`config.mk`:
```
export PLATFORM = sky130hd
export DESIGN_NAME = ram_loader
export DESIGN_NICKNAME = d
export VERILOG_FILES = /design/src/rtl/loader_pkg.sv /design/src/rtl/uart_rx.sv /design/src/rtl/ram_loader.sv
export SDC_FILE = /design/constraint.sdc
export NUM_CORES = 1
export LEC_CHECK = 0
export ABC_AREA = 1
export BUFFER_PORTS_ARGS = -buffer_cell sky130_fd_sc_hd__buf_2
export CORE_ASPECT_RATIO = 1.5
export CORE_UTILIZATION = 25
export DETAILED_ROUTE_END_ITERATION = 10
export GPL_TIMING_DRIVEN = 0
export PLACE_DENSITY_LB_ADDON = 0.25
export REMOVE_ABC_BUFFERS = 1
export SYNTH_ARGS = -nofsm -noshare
export SYNTH_HDL_FRONTEND = slang
export SYNTH_SLANG_ARGS = --single-unit
```
`constraint.sdc`:
```
create_clock -name clk -period 1.6 [get_ports clk]
set_clock_uncertainty 0.1 [all_clocks]
set_input_delay 0.32 -clock clk [delete_from_list [all_inputs] [get_ports clk]]
set_output_delay 0.32 -clock clk [all_outputs]
set_load 0.02 [all_outputs]
```
`src/rtl/loader_pkg.sv`:
```
// loader_pkg: shared FSM state types and sizing constants for the RAM serial loader
package loader_pkg;
    localparam int RAM_AW = 4;
    localparam int UART_DATA_BITS = 8;
    typedef enum logic [2:0] {IDLE, LOAD, LAST, CHECK, DONE} state_t;
    typedef enum logic [1:0] {RX_IDLE, RX_START, RX_DATA, RX_STOP} rx_state_t;
endpackage

```
`src/rtl/uart_rx.sv`:
```
// uart_rx: 8N1 LSB-first receiver with rx synchroniser, start-glitch rejection and stop-bit check
module uart_rx
    import loader_pkg::*;
#(
    parameter int CLKS_PER_BIT = 16
) (
    input  logic                      clk,
    input  logic                      rst_n,
    input  logic                      enable,
    input  logic                      rx,
    output logic [UART_DATA_BITS-1:0] data,
    output logic                      byte_valid,
    output logic                      frame_err_pulse
);
    localparam int CW = $clog2(CLKS_PER_BIT);
    localparam int BW = $clog2(UART_DATA_BITS);
    localparam logic [CW-1:0] HALF_M1 = CW'(CLKS_PER_BIT / 2 - 1);
    localparam logic [CW-1:0] FULL_M1 = CW'(CLKS_PER_BIT - 1);
    localparam logic [BW-1:0] LAST_BIT = BW'(UART_DATA_BITS - 1);

    rx_state_t                 state, state_nxt;
    logic                      rx_meta, rx_s, rx_prev;
    logic [CW-1:0]             cnt, cnt_nxt;
    logic [BW-1:0]             bidx, bidx_nxt;
    logic [UART_DATA_BITS-1:0] shreg_nxt;
    logic                      valid_nxt, ferr_nxt;

    // two-flop synchroniser plus one delayed copy for falling-edge detection
    always_ff @(posedge clk or negedge rst_n) begin
        if (!rst_n) {rx_meta, rx_s, rx_prev} <= 3'b111;
        else        {rx_meta, rx_s, rx_prev} <= {rx, rx_meta, rx_s};
    end

    // frame sequencing: half-bit start re-check, then one sample per bit period
    always_comb begin
        state_nxt = state;
        cnt_nxt   = cnt + 1'b1;
        bidx_nxt  = bidx;
        shreg_nxt = data;
        valid_nxt = 1'b0;
        ferr_nxt  = 1'b0;
        case (state)
            RX_IDLE: begin
                cnt_nxt = '0;
                if (rx_prev && !rx_s) state_nxt = RX_START;
            end
            RX_START: if (cnt == HALF_M1) begin
                cnt_nxt   = '0;
                bidx_nxt  = '0;
                state_nxt = rx_s ? RX_IDLE : RX_DATA;
            end
            RX_DATA: if (cnt == FULL_M1) begin
                cnt_nxt   = '0;
                shreg_nxt = {rx_s, data[UART_DATA_BITS-1:1]};
                bidx_nxt  = bidx + 1'b1;
                if (bidx == LAST_BIT) state_nxt = RX_STOP;
            end
            RX_STOP: if (cnt == FULL_M1) begin
                valid_nxt = rx_s;
                ferr_nxt  = !rx_s;
                state_nxt = RX_IDLE;
            end
            default: state_nxt = RX_IDLE;
        endcase
        if (!enable) begin
            state_nxt = RX_IDLE;
            valid_nxt = 1'b0;
            ferr_nxt  = 1'b0;
        end
    end

    // receiver state, counters, shift register and result pulses
    always_ff @(posedge clk or negedge rst_n) begin
        if (!rst_n) begin
            state           <= RX_IDLE;
            cnt             <= '0;
            bidx            <= '0;
            data            <= '0;
            byte_valid      <= 1'b0;
            frame_err_pulse <= 1'b0;
        end else begin
            state           <= state_nxt;
            cnt             <= cnt_nxt;
            bidx            <= bidx_nxt;
            data            <= shreg_nxt;
            byte_valid      <= valid_nxt;
            frame_err_pulse <= ferr_nxt;
        end
    end
endmodule

```
`src/rtl/ram_loader.sv`:
```
// ram_loader: UART-fed programmer that fills RAM addresses 0..RAM_DEPTH-1; LOADER_CHECKSUM_EN adds a trailing checksum byte
module ram_loader
    import loader_pkg::*;
#(
    parameter int CLKS_PER_BIT = 16,
    parameter int RAM_DEPTH    = 16
) (
    input  logic              clk,
    input  logic              rst_n,
    input  logic              load_en,
    input  logic              rx,
    output logic              prog_mode,
    output logic [RAM_AW-1:0] prog_addr,
    output logic [7:0]        program_data,
    output logic              busy,
    output logic              done,
    output logic              frame_err,
    output logic              checksum_ok
);
    localparam logic [RAM_AW-1:0] LAST_ADDR = RAM_AW'(RAM_DEPTH - 1);

    state_t            state, state_nxt;
    logic              le_q, start, write, bv, ferr_p;
    logic [7:0]        rx_data;
    logic [RAM_AW-1:0] ptr;

    uart_rx #(.CLKS_PER_BIT(CLKS_PER_BIT)) u_rx (
        .clk             (clk),
        .rst_n           (rst_n),
        .enable          (load_en),
        .rx              (rx),
        .data            (rx_data),
        .byte_valid      (bv),
        .frame_err_pulse (ferr_p)
    );

    assign start = load_en && !le_q;
    assign write = (state == LOAD) && bv && load_en;
    assign busy  = state inside {LOAD, LAST, CHECK};

    // next state; dropping load_en anywhere returns to IDLE
    always_comb begin
        state_nxt = IDLE;
        case (state)
            IDLE:  state_nxt = start ? LOAD : IDLE;
            LOAD:  state_nxt = (bv && ptr == LAST_ADDR) ? LAST : LOAD;
`ifdef LOADER_CHECKSUM_EN
            LAST:  state_nxt = CHECK;
            CHECK: state_nxt = bv ? DONE : CHECK;
`else
            LAST:  state_nxt = DONE;
`endif
            DONE:  state_nxt = DONE;
            default: state_nxt = IDLE;
        endcase
        if (!load_en) state_nxt = IDLE;
    end

    // state register and load_en history for rising-edge detection
    always_ff @(posedge clk or negedge rst_n) begin
        if (!rst_n) begin
            state <= IDLE;
            le_q  <= 1'b0;
        end else begin
            state <= state_nxt;
            le_q  <= load_en;
        end
    end

    // programming port, write pointer and sticky status flags
    always_ff @(posedge clk or negedge rst_n) begin
        if (!rst_n) begin
            prog_mode    <= 1'b0;
            prog_addr    <= '0;
            program_data <= '0;
            ptr          <= '0;
            done         <= 1'b0;
            frame_err    <= 1'b0;
        end else begin
            if (state == IDLE && start) begin
                ptr       <= '0;
                done      <= 1'b0;
                frame_err <= 1'b0;
            end
            if (write) begin
                prog_addr    <= ptr;
                program_data <= rx_data;
                ptr          <= (ptr + 1'b1) & LAST_ADDR;
            end
            prog_mode <= (write || prog_mode) && (state_nxt == LOAD || state_nxt == LAST);
            if (busy && ferr_p) frame_err <= 1'b1;
            if (state_nxt == DONE && state != DONE) done <= 1'b1;
        end
    end

`ifdef LOADER_CHECKSUM_EN
    logic [7:0] sum;

    // running mod-256 sum of data bytes, compared against the trailing checksum byte
    always_ff @(posedge clk or negedge rst_n) begin
        if (!rst_n) begin
            sum         <= '0;
            checksum_ok <= 1'b0;
        end else if (state == IDLE && start) begin
            sum         <= '0;
            checksum_ok <= 1'b0;
        end else begin
            if (write) sum <= sum + rx_data;
            if (state == CHECK && bv && load_en) checksum_ok <= (rx_data == sum);
        end
    end
`else
    assign checksum_ok = done;
`endif
endmodule

```
==> results of run 1 <==
-- worst max path at each step --
stage                    endpoint  slack (ps)  depth (start not counted)
detailed placement  u_rx.state[0]         -90                         10
floorplan           u_rx.state[0]         140                         10
CTS                          busy          30                          3
finish                       busy          90                          3
global placement    u_rx.state[1]         -80                         10
global route        u_rx.state[1]         -20                         10
-- cells by family after synthesis --
family	synth area share
flops	0.534
xor+xnor	0.00414
fa+ha+maj	0.0532
buf+inv	0.0898
simple gates	0.213
compound gates	0.106
-- final cells by class --
type,count,area (µm²),share of cell area
clock buffers,6,129,0.0511
flip-flops and latches,45,1130,0.449
repair buffers,25,138,0.0546
well taps,105,131,0.0521
inverters,36,140,0.0556
clock inverters,2,10.0,0.00397
multi-input cells,138,842,0.334
-- layer usage --
| layer | vias to the layer above | GRT usage | part of all wire |
|---|---|---|---|
| li1 | 755 | - | - |
| met1 | 661 | 0.0995 | 0.42 |
| met2 | 15 | 0.165 | 0.53 |
| met3 | 8 | 0.0215 | 0.026 |
| met4 | 0 | 0.0604 | 0.028 |
| met5 | - | 0 | 0 |
-- power groups by stage --
| stage | sequential [mW] | clock (mW) | combinational (mW) |
|---|---|---|---|
| after CTS | 1.27 | 1.03 | 0.390 |
| after global routing | 1.29 | 1.07 | 0.562 |
| after global placement | 1.29 | 0 | 0.384 |
| after detailed placement | 1.29 | 0 | 0.388 |
| final | 1.28 | 0.990 | 0.471 |
| after floorplan | 1.27 | 0 | 0.290 |
-- flip-flops by register name, indices dropped and copies added (netlist names) --
name,count
u_rx.byte_valid,1
u_rx.cnt,4
u_rx.data,8
u_rx.rx_prev,1
frame_err,1
checksum_ok,1
prog_addr,4
u_rx.bidx,3
u_rx.frame_err_pulse,1
program_data,8
prog_mode,1
u_rx.rx_meta,1
state,3
le_q,1
ptr,4
u_rx.state,2
u_rx.rx_s,1
-- cell usage in the layout (no fill, tap or decap), types with 5 or more instances in the layout --
master	n
nand2_1	61
dfrtp_1	40
inv_1	31
buf_2	20
o21ai_2	17
nor2_1	10
ha_1	6
nand2_2	5
nand3_1	5
a21oi_1	5
nor3_1	5
clkbuf_16	5
buf_4	5
-- what timing repair did --
item,4_1_cts,5_1_grt
endpoints found under the setup margin,16,17
buffers inserted,0,5
resized for setup,2,14
pin swaps,0,4
-- metrics by stage --
step	instance area (µm²)	setup TNS, ps	hold WS, ps	power [mW]
floorplan	2060	0	-75.6	1.56
global route	2520	-18.9	28.0	2.92
finish	2520	0	34.0	2.75
CTS	2440	0	25.9	2.69
detailed placement	2300	-334	250	1.67
global placement	2300	-310	248	1.67
==> summary.txt, run 1 <==
Outcome
  • Status: completed

Logic synthesis
  • Synth Cell Area: about 0.0021 mm²
  • Synth warnings: 0
  • Syn_area_per_cell: ~9.5 µm²
  • Sequential-to-total area share from yosys stat: 0.534
  • Post-synthesis register bit count: 45
  • Top post-synthesis cells by count: nand2_1, dfrtp_1, inv_1
  • Post-synth EDFFs: 0
  • Synth async-reset ratio: 1.00
  • Post-synth top area cell: dfrtp_1
  • Top cell type's share of synthesized area: 0.496
  • Most common cell in the synthesized netlist: nand2_1
  • Cells after Synth: ~220
  • Prevailing post-synth register cell: dfrtp_1
  • Synth unique cells: 29
  • Top cells by area, synth: dfrtp_1, nand2_1, o21ai_2

Drt
  • Drt pass-1 iters: 4
  • Vias per Instance: between 4 and 5
  • Vias post-DR: approximately 1400
  • Initial DRC count: 67
  • Wirelength, routed: 3740 µm
  • DRC violations left: 0
  • Routed Antenna Nets: 0
  • DR WL/cell: between 10 and 15 µm

Global routing
  • First-pass GRT wire length: approximately 6300 µm
  • Grt total ovfl: 0
  • Largest net degree at the start of global routing: 46
  • Tot GR Track Use: 0.0935
  • Initial antenna violation count: 0
  • Vias in the first global route: 1355

Pwr
  • Power density of the placed cells: about 1100 mW/mm²
  • Sequential share of power: 0.468
  • Lkg Pwr: between 1 and 1.5 nW
  • Maximum vdd ir drop: between 400 and 500 µV
  • P_sw: 0.774 mW
  • Power Internal: just under 2 mW
  • Part of the power in combinational logic: 0.171
  • Share of power burned in the clock network: 0.361
  • Sw frac: 0.282

Clocking
  • CTS tree: yes
  • Clk sink count: 45
  • Worst-skew pair later-pin latency: around 280 ps
  • Htree depth: 2
  • Clk root buf: clkbuf_16
  • CTS Buffer Depth: 2
  • CTS clk-pin slew, worst paths: 60 ps
  • Post-CTS Hold Fix Bufs: 0
  • Cts bufs inserted: 5

Setup path
  • Critical path buffers and inverters: 1
  • CP Cell Sequence: nor2_1, nor2_1, buf_2
  • Critical path endpoint category: primary output
  • Critical path startpoint: state[0]
  • Reg2reg path depth: 10
  • CP max FO: 3
  • Slowest-stage cell, CP: dfrtp_1
  • Crit path largest cell delay: 390 ps
  • CP most frequent cell: nor2_1
  • R2R Setup Slk: about 120 ps
  • Worst R2R End: u_rx.state[0]
  • Worst setup path category: register to primary output
  • Top delay family on crit path: flip-flops
  • CP Launch Type: register
  • FF-to-FF Start: u_rx.state[0]
  • Arrival time at the worst endpoint: 1090 ps
  • CP Data Required Time: roughly 1200 ps

Hold path
  • Hold path endpoint: u_rx.rx_meta
  • Hold-critical path depth: 1
  • HP Class: input port to register
  • Hold path start: rx

Layout
  • Filler cells: about 880
  • Layout Cells excl Fill: about 360
  • Area Growth Syn to Fin: 19.1%
  • Share of layout cells above drive strength 1: 0.298
  • # nets final: roughly 260
  • Diodes inserted: 0
  • Final core occ: 0.311

Timing
  • Period minus WS final: roughly 1500 ps
  • Final Cycle Share: 0.944
  • Slew Limit Headroom: 0.341
  • Final setup vio count: 0
  • Unrepaired setup endpoints after global routing: true
  • Worst-margin pin slew: about 990 ps
  • FMAX: ~0.66 GHz
  • Slew Viols, Final: 0
  • Final hold violations: 0
  • Final setup margin: around 90 ps

Die
  • Core area: ~0.0081 mm²
  • Total die area: 0.00885 mm²
  • Initial Util: 0.261
  • # rows: 40
  • Width of the die: a little under 80 µm
  • I/O pin count: 21
  • DIE HEIGHT: ~110 µm

Placement
  • Post-Place Cells: ~340
  • Post-detail-place hpwl: roughly 2600 µm
  • I/O Buffers: 20
  • Dpl ws: -94.9 ps
  • RD Place Congestion: 0.740

Job
  • Max-cap violations: 0
No activity file was read; power rests on OpenSTA's default activity.
==> inputs of run 2 (changes only) <==
==> constraint.sdc (replaced) <==
create_clock -name clk -period 1.6 [get_ports clk]
set_clock_uncertainty 0.1 [all_clocks]
set_input_delay 0.32 -clock clk [delete_from_list [all_inputs] [get_ports clk]]
set_output_delay 0.32 -clock clk [all_outputs]
set_load 0.01 [all_outputs]
==> run 2 against run 1 <==
Compared with the run above: design area fell by 0.30%; global-route usage unchanged; die area unchanged; sequential cell count unchanged; critical path depth unchanged; wire length fell by 0.16%; total power barely moved; core utilization is 0.093 points lower; hold slack hardly changed; non-clock buffer count decreased by 1; clock power about the same; final cell count shrank 0.28%; critical endpoint unchanged; largest cell class unchanged; highest routed layer unchanged.
==> summary.txt, run 2 (synthesized netlist as in run 1, its figures left out) <==
Outcome
  • Status: completed

Drt
  • DR WL/cell: 10.5 µm (+0.12%)
  • Drt pass-1 iters: 4 (unchanged)
  • Vias post-DR: 1435 (-0.28%)
  • Wirelength, routed: 3730 µm (-0.16%)
  • Initial DRC count: 59 (-12%)
  • Vias per Instance: 4.03 (about the same)
  • DRC violations left: 0 (unchanged)
  • Routed Antenna Nets: 0 (unchanged)

Global routing
  • Met3 Usage GRT: 0.0215 (unchanged)
  • Initial antenna violation count: 0 (unchanged)
  • Met2 Use GR: 0.165 (unchanged)
  • Met1 usage: 0.0995 (unchanged)
  • Largest net degree at the start of global routing: 46 (unchanged)
  • Vias in the first global route: 1355 (unchanged)
  • Tot GR Track Use: 0.0935 (unchanged)
  • Grt total ovfl: 0 (unchanged)
  • First-pass GRT wire length: 6330 µm (unchanged)
  • Most used routing layer: met2

Clocking
  • CTS clk-pin slew, worst paths: 60 ps (about the same)
  • CTS Buffer Depth: 2 (unchanged)
  • Clk sink count: 45 (unchanged)
  • Htree depth: 2 (unchanged)
  • CTS tree: yes
  • Worst-skew pair later-pin latency: 280 ps (about the same)
  • Cts bufs inserted: 5 (unchanged)
  • Post-CTS Hold Fix Bufs: 0 (unchanged)
  • Clk root buf: clkbuf_16

Layout
  • Top flop regs: program_data (8), u_rx.data (8)
  • Commonest non-fill, non-tap cell in the layout: nand2_1
  • Share of layout cells above drive strength 1: 0.295 (-0.00280)
  • # nets final: 263 (-0.38%)
  • Final core occ: 0.310 (-0.000926)
  • Diodes inserted: 0 (unchanged)
  • Most frequent cells in the layout: nand2_1, dfrtp_1, inv_1
  • Area Growth Syn to Fin: 18.8%
  • Filler cells: 883 (-0.11%)

Pwr
  • Maximum vdd ir drop: 405 µV (-0.13%)
  • Lkg Pwr: 1.32 nW (-0.40%)
  • Power density of the placed cells: 1090 mW/mm² (+0.26%)

Die
  • Initial Util: 0.261 (unchanged)
  • Total die area: 0.00885 mm² (unchanged)
  • DIE HEIGHT: 115 µm (unchanged)
  • Core area: 0.00811 mm² (unchanged)
  • Width of the die: 77.1 µm (unchanged)
  • I/O pin count: 21 (unchanged)
  • # rows: 40 (unchanged)

Setup path
  • Critical path buffers and inverters: 1 (unchanged)
  • Top delay family on crit path: flip-flops
  • CP Cell Sequence: nor2_1, nor2_1, buf_2
  • CP Launch Type: register
  • Arrival time at the worst endpoint: 1110 ps (+20 ps)
  • CP max FO: 3 (unchanged)
  • Critical path endpoint category: primary output
  • Worst setup path category: register to primary output
  • CP Data Required Time: 1180 ps (about the same)
  • CP most frequent cell: nor2_1
  • Crit path largest cell delay: 420 ps (+30 ps)
  • Slowest-stage cell, CP: dfrtp_1

Timing
  • Final setup vio count: 0 (unchanged)
  • Unrepaired setup endpoints after global routing: true
  • Worst-margin pin slew: 989 ps (+0.985 ps)
  • Final setup margin: 73.8 ps (-16.4 ps)
  • Final Cycle Share: 0.954 (+0.0103)
  • FMAX: 0.655 GHz (-1.1%)
  • Slew Viols, Final: 0 (unchanged)
  • Final hold violations: 0 (unchanged)
  • Period minus WS final: 1530 ps (+16.4 ps)
  • Slew Limit Headroom: 0.341 (-0.000657)

Placement
  • RD Place Congestion: 0.740 (unchanged)
  • Post-detail-place hpwl: 2640 µm (unchanged)
  • I/O Buffers: 20 (unchanged)
  • Dpl ws: -94.9 ps (unchanged)

Job
  • Max-cap violations: 0 (unchanged)

Hold path
  • HP Class: input port to register
-- run 2: per-stage QoR --
step / total power, mW / hold WS, ps / instances / TNS [ps] / instance area, µm²
6_report: 2.74 / 34.2 / 356 / 0 / 2510
5_1_grt: 2.92 / 28.0 / 356 / -18.9 / 2510
4_1_cts: 2.69 / 25.9 / 352 / 0 / 2440
3_5_place_dp: 1.67 / 250 / 344 / -334 / 2300
3_3_place_gp: 1.67 / 248 / 344 / -310 / 2300
2_1_floorplan: 1.56 / -75.6 / 219 / 0 / 2060
-- run 2: power breakdown --
group,total [mW],leakage (nW),switching [mW],internal [mW]
clock,0.992,0.0706,0.418,0.574
sequential,1.29,0.609,0.0802,1.21
combinational,0.467,0.639,0.276,0.191
-- run 2: timing repair --
action / in CTS / in global routing
endpoints found under the setup margin: 16 / 16
resized for setup: 2 / 14
pin swaps: 0 / 4
buffers inserted: 0 / 4
-- run 2: routing by layer --
metal  wire, µm  vias up
li1           -      752
met1       1560      661
met2       1970       15
met3         97        7
met4        106        0
met5          0        -
-- run 2: cell type report --
type	count	area, µm²	share of cell area
flip-flops and latches	45	1130	0.450
multi-input cells	138	842	0.335
inverters	36	140	0.0557
well taps	105	131	0.0522
repair buffers	24	130	0.0517
clock buffers	6	129	0.0512
clock inverters	2	10.0	0.00398
-- run 2: worst paths after layout --
check / depth (start not counted) / to / startpoint / slack [ps]
setup / recovery: 3 / busy / state[0] / 70
hold / removal: 1 / u_rx.rx_meta / rx / 30
max in group asynchronous: 1 / u_rx.state[1] / rst_n / 620
min in group asynchronous: 1 / program_data[5] / rst_n / 100
hold reg to reg: 0 / u_rx.rx_s / u_rx.rx_meta / 260
setup reg to reg: 10 / u_rx.state[0] / u_rx.state[0] / 120
==> inputs of run 3 (changes only) <==
--- a/config.mk
+++ b/config.mk
@@ -5,7 +5,7 @@
 export SDC_FILE = /design/constraint.sdc
 export NUM_CORES = 1
 export LEC_CHECK = 0
-export ABC_AREA = 1
+export ABC_AREA = 0
 export BUFFER_PORTS_ARGS = -buffer_cell sky130_fd_sc_hd__buf_2
 export CORE_ASPECT_RATIO = 1.5
 export CORE_UTILIZATION = 25
==> run 3 against run 2 <==
Compared with the run above: the flow now finishes with violations (design-rule violations, negative setup slack); design area up 2.9%; maximum frequency down 11%; clock-buffer cell count unchanged; core utilization rose by 3.0 points; via count fell by 13%; hold slack improved by 7.9 ps; worst setup slack worse by 180 ps; wire length is 6.8% lower.
==> summary.txt, run 3 <==
Global routing
  • First-pass GRT wire length: 5970 µm (-5.8%)
  • Tot GR Track Use: 0.0964 (+0.00291)
  • Initial antenna violation count: 0 (unchanged)
  • Largest net degree at the start of global routing: 46 (unchanged)
  • Grt total ovfl: 0 (unchanged)
  • Vias in the first global route: 1284 (-5.2%)

Timing
  • Worst-margin pin slew: 975 ps (-14.0 ps)
  • Unrepaired setup endpoints after global routing: true
  • Final hold violations: 0 (unchanged)
  • Slew Viols, Final: 0 (unchanged)
  • Period minus WS final: 1710 ps (+181 ps)
  • FMAX: 0.586 GHz (-11%)
  • Final setup margin: -107 ps (-181 ps)
  • Hold Slack: 42.1 ps (+7.88 ps)
  • Setup TNS: -570 ps (-570 ps)
  • Slew Limit Headroom: 0.350 (+0.00934)
  • Final Cycle Share: 1.07 (+0.113)
  • Final setup vio count: 16 (+16)

Clocking
  • CTS tree: yes
  • Worst-skew pair later-pin latency: 280 ps (about the same)
  • Htree depth: 2 (unchanged)
  • CTS Buffer Depth: 2 (unchanged)
  • Post-CTS Hold Fix Bufs: 0 (unchanged)
  • CTS clk-pin slew, worst paths: 60 ps (about the same)
  • Clk sink count: 45 (unchanged)
  • Cts bufs inserted: 5 (unchanged)
  • Clk root buf: clkbuf_16

Logic synthesis
  • Post-synth top area cell: dfrtp_1
  • Synth async-reset ratio: 1.00 (unchanged)
  • Synth unique cells: 37 (+28%)
  • Top post-synthesis cells by count: dfrtp_1, mux2_2, nand2_1
  • Top cell type's share of synthesized area: 0.538 (+0.0413)
  • Prevailing post-synth register cell: dfrtp_1
  • Most common cell in the synthesized netlist: dfrtp_1
  • Post-synthesis register bit count: 45 (unchanged)
  • Syn_area_per_cell: 12.9 µm² (+36%)
  • Sequential-to-total area share from yosys stat: 0.578 (+0.0444)
  • Synth Cell Area: 0.00195 mm² (-7.7%)
  • Top cells by area, synth: dfrtp_1, mux2_2, ha_1
  • Synth warnings: 0 (unchanged)
  • Cells after Synth: 152 (-32%)
  • Post-synth EDFFs: 0 (unchanged)

Layout
  • Final core occ: 0.340 (+0.0299)
  • Area Growth Syn to Fin: 32.5%
  • Diodes inserted: 0 (unchanged)
  • Layout Cells excl Fill: 295 (-17%)
  • # nets final: 205 (-22%)
  • Top flop regs: program_data (8), u_rx.data (8)
  • Most frequent cells in the layout: dfrtp_1, buf_2, mux2_4
  • Commonest non-fill, non-tap cell in the layout: dfrtp_1
  • Post-route cell area: 0.00259 mm² (+2.9%)
  • Share of layout cells above drive strength 1: 0.451 (+0.156)

Die
  • Initial Util: 0.257 (-0.00437)
  • DIE HEIGHT: 110 µm (-3.9%)
  • Width of the die: 74.2 µm (-3.8%)
  • Core area: 0.00761 mm² (-6.1%)
  • I/O pin count: 21 (unchanged)
  • Total die area: 0.00818 mm² (-7.5%)
  • # rows: 39 (-2.5%)

Placement
  • Placed Area: 0.00215 mm² (-6.4%)
  • I/O Buffers: 20 (unchanged)
  • RD Place Congestion: 0.718 (-3.0%)
  • Post-detail-place hpwl: 2130 µm (-19%)
  • Post-Place Cells: 270 (-22%)
  • Dpl ws: -470 ps (-375 ps)

Pwr
  • Total power: 2.88 mW (+4.9%)
  • Lkg Pwr: 1.32 nW (about the same)
  • Maximum vdd ir drop: 412 µV (+1.7%)
  • Power density of the placed cells: 1110 mW/mm² (+1.9%)

Outcome
  • Failing checks: design-rule violations, negative setup slack
  • Status: finished, violations left

Drt
  • Highest routed layer: met4
  • Routed Antenna Nets: 0 (unchanged)
  • Initial DRC count: 100 (+69%)
  • Met3 wire length: 66 µm (-32%)
  • Vias post-DR: 1244 (-13%)
  • Length of routed wiring on met1: 1560 µm (unchanged)
  • Vias per Instance: 4.22 (+4.6%)
  • DR WL/cell: 11.8 µm (+12%)
  • DRC violations left: 2 (+2)
  • Wirelength, routed: 3480 µm (-6.8%)
  • Met2 Wirelength: 1790 µm (-9.1%)
  • Drt pass-1 iters: 7 (+3)

Setup path
  • CP max FO: 4 (+1)
  • CP Data Required Time: 1660 ps (+480 ps)
  • Worst setup path category: register to register
  • CP Launch Type: register
  • R2R Setup Slk: -110 ps (-230 ps)
  • Critical path endpoint category: register
  • Arrival time at the worst endpoint: 1770 ps (+660 ps)

Job
  • Max-cap violations: 0 (unchanged)

Hold path
  • HP Class: input port to register
## run 3: what timing repair did
| action | in CTS | in global routing |
|---|---|---|
| endpoints found under the setup margin | 33 | 32 |
| gates resized for setup | 25 | 11 |
| buffers inserted | 14 | 3 |
| endpoints found under the hold margin | 0 | 0 |
| pin swaps | 5 | 11 |
## run 3: report_power, final
group          leakage (nW)  internal (mW)  switching (mW)
Combinational         0.626          0.258           0.205
Clock                0.0831          0.778           0.403
Sequential            0.609           1.18          0.0498
## run 3: final cells by class
| type | instances | area (µm²) |
|---|---|---|
| well taps | 102 | 128 |
| repair buffers | 37 | 251 |
| inverters | 7 | 26.3 |
| fillers | 773 | 5020 |
| clock inverters | 2 | 37.5 |
| clock buffers | 6 | 139 |
| flip-flops and latches | 45 | 1130 |
| multi-input cells | 96 | 873 |
## run 3: cells by family after synthesis
logic type / count (synthesis) / share of synthesized area
AO/OA/AOI/OAI: 14 / 0.0519
XOR/XNOR: 4 / 0.0179
adder cells (fa/ha/maj): 9 / 0.0576
buffers and inverters: 11 / 0.0307
flip-flops: 45 / 0.578
multiplexers: 25 / 0.143
AND/OR/NAND/NOR: 44 / 0.120
## run 3: critical path: stages, from the launching register on
cell and delay (ps):
dfrtp_2 420, inv_2 70, ha_4 170, or2_4 230, o211ai_1 160, nand2_2 140
mux2_4 310
## run 3: path summary, 6_finish.rpt
path                                    start       endpoint  depth (start not counted)
worst max-delay path            u_rx.state[0]   u_rx.bidx[0]                          6
worst min-delay path                       rx   u_rx.rx_meta                          1
worst max register to register  u_rx.state[0]   u_rx.bidx[0]                          6
worst min register to register   u_rx.rx_meta      u_rx.rx_s                          0
max in group asynchronous               rst_n  u_rx.state[0]                          1
min in group asynchronous               rst_n   prog_addr[0]                          1
## run 3: metal layers
metal	vias up	track usage
li1	600	-
met1	623	0.119
met2	17	0.156
met3	4	0.0236
met4	0	0.0440
met5	-	0
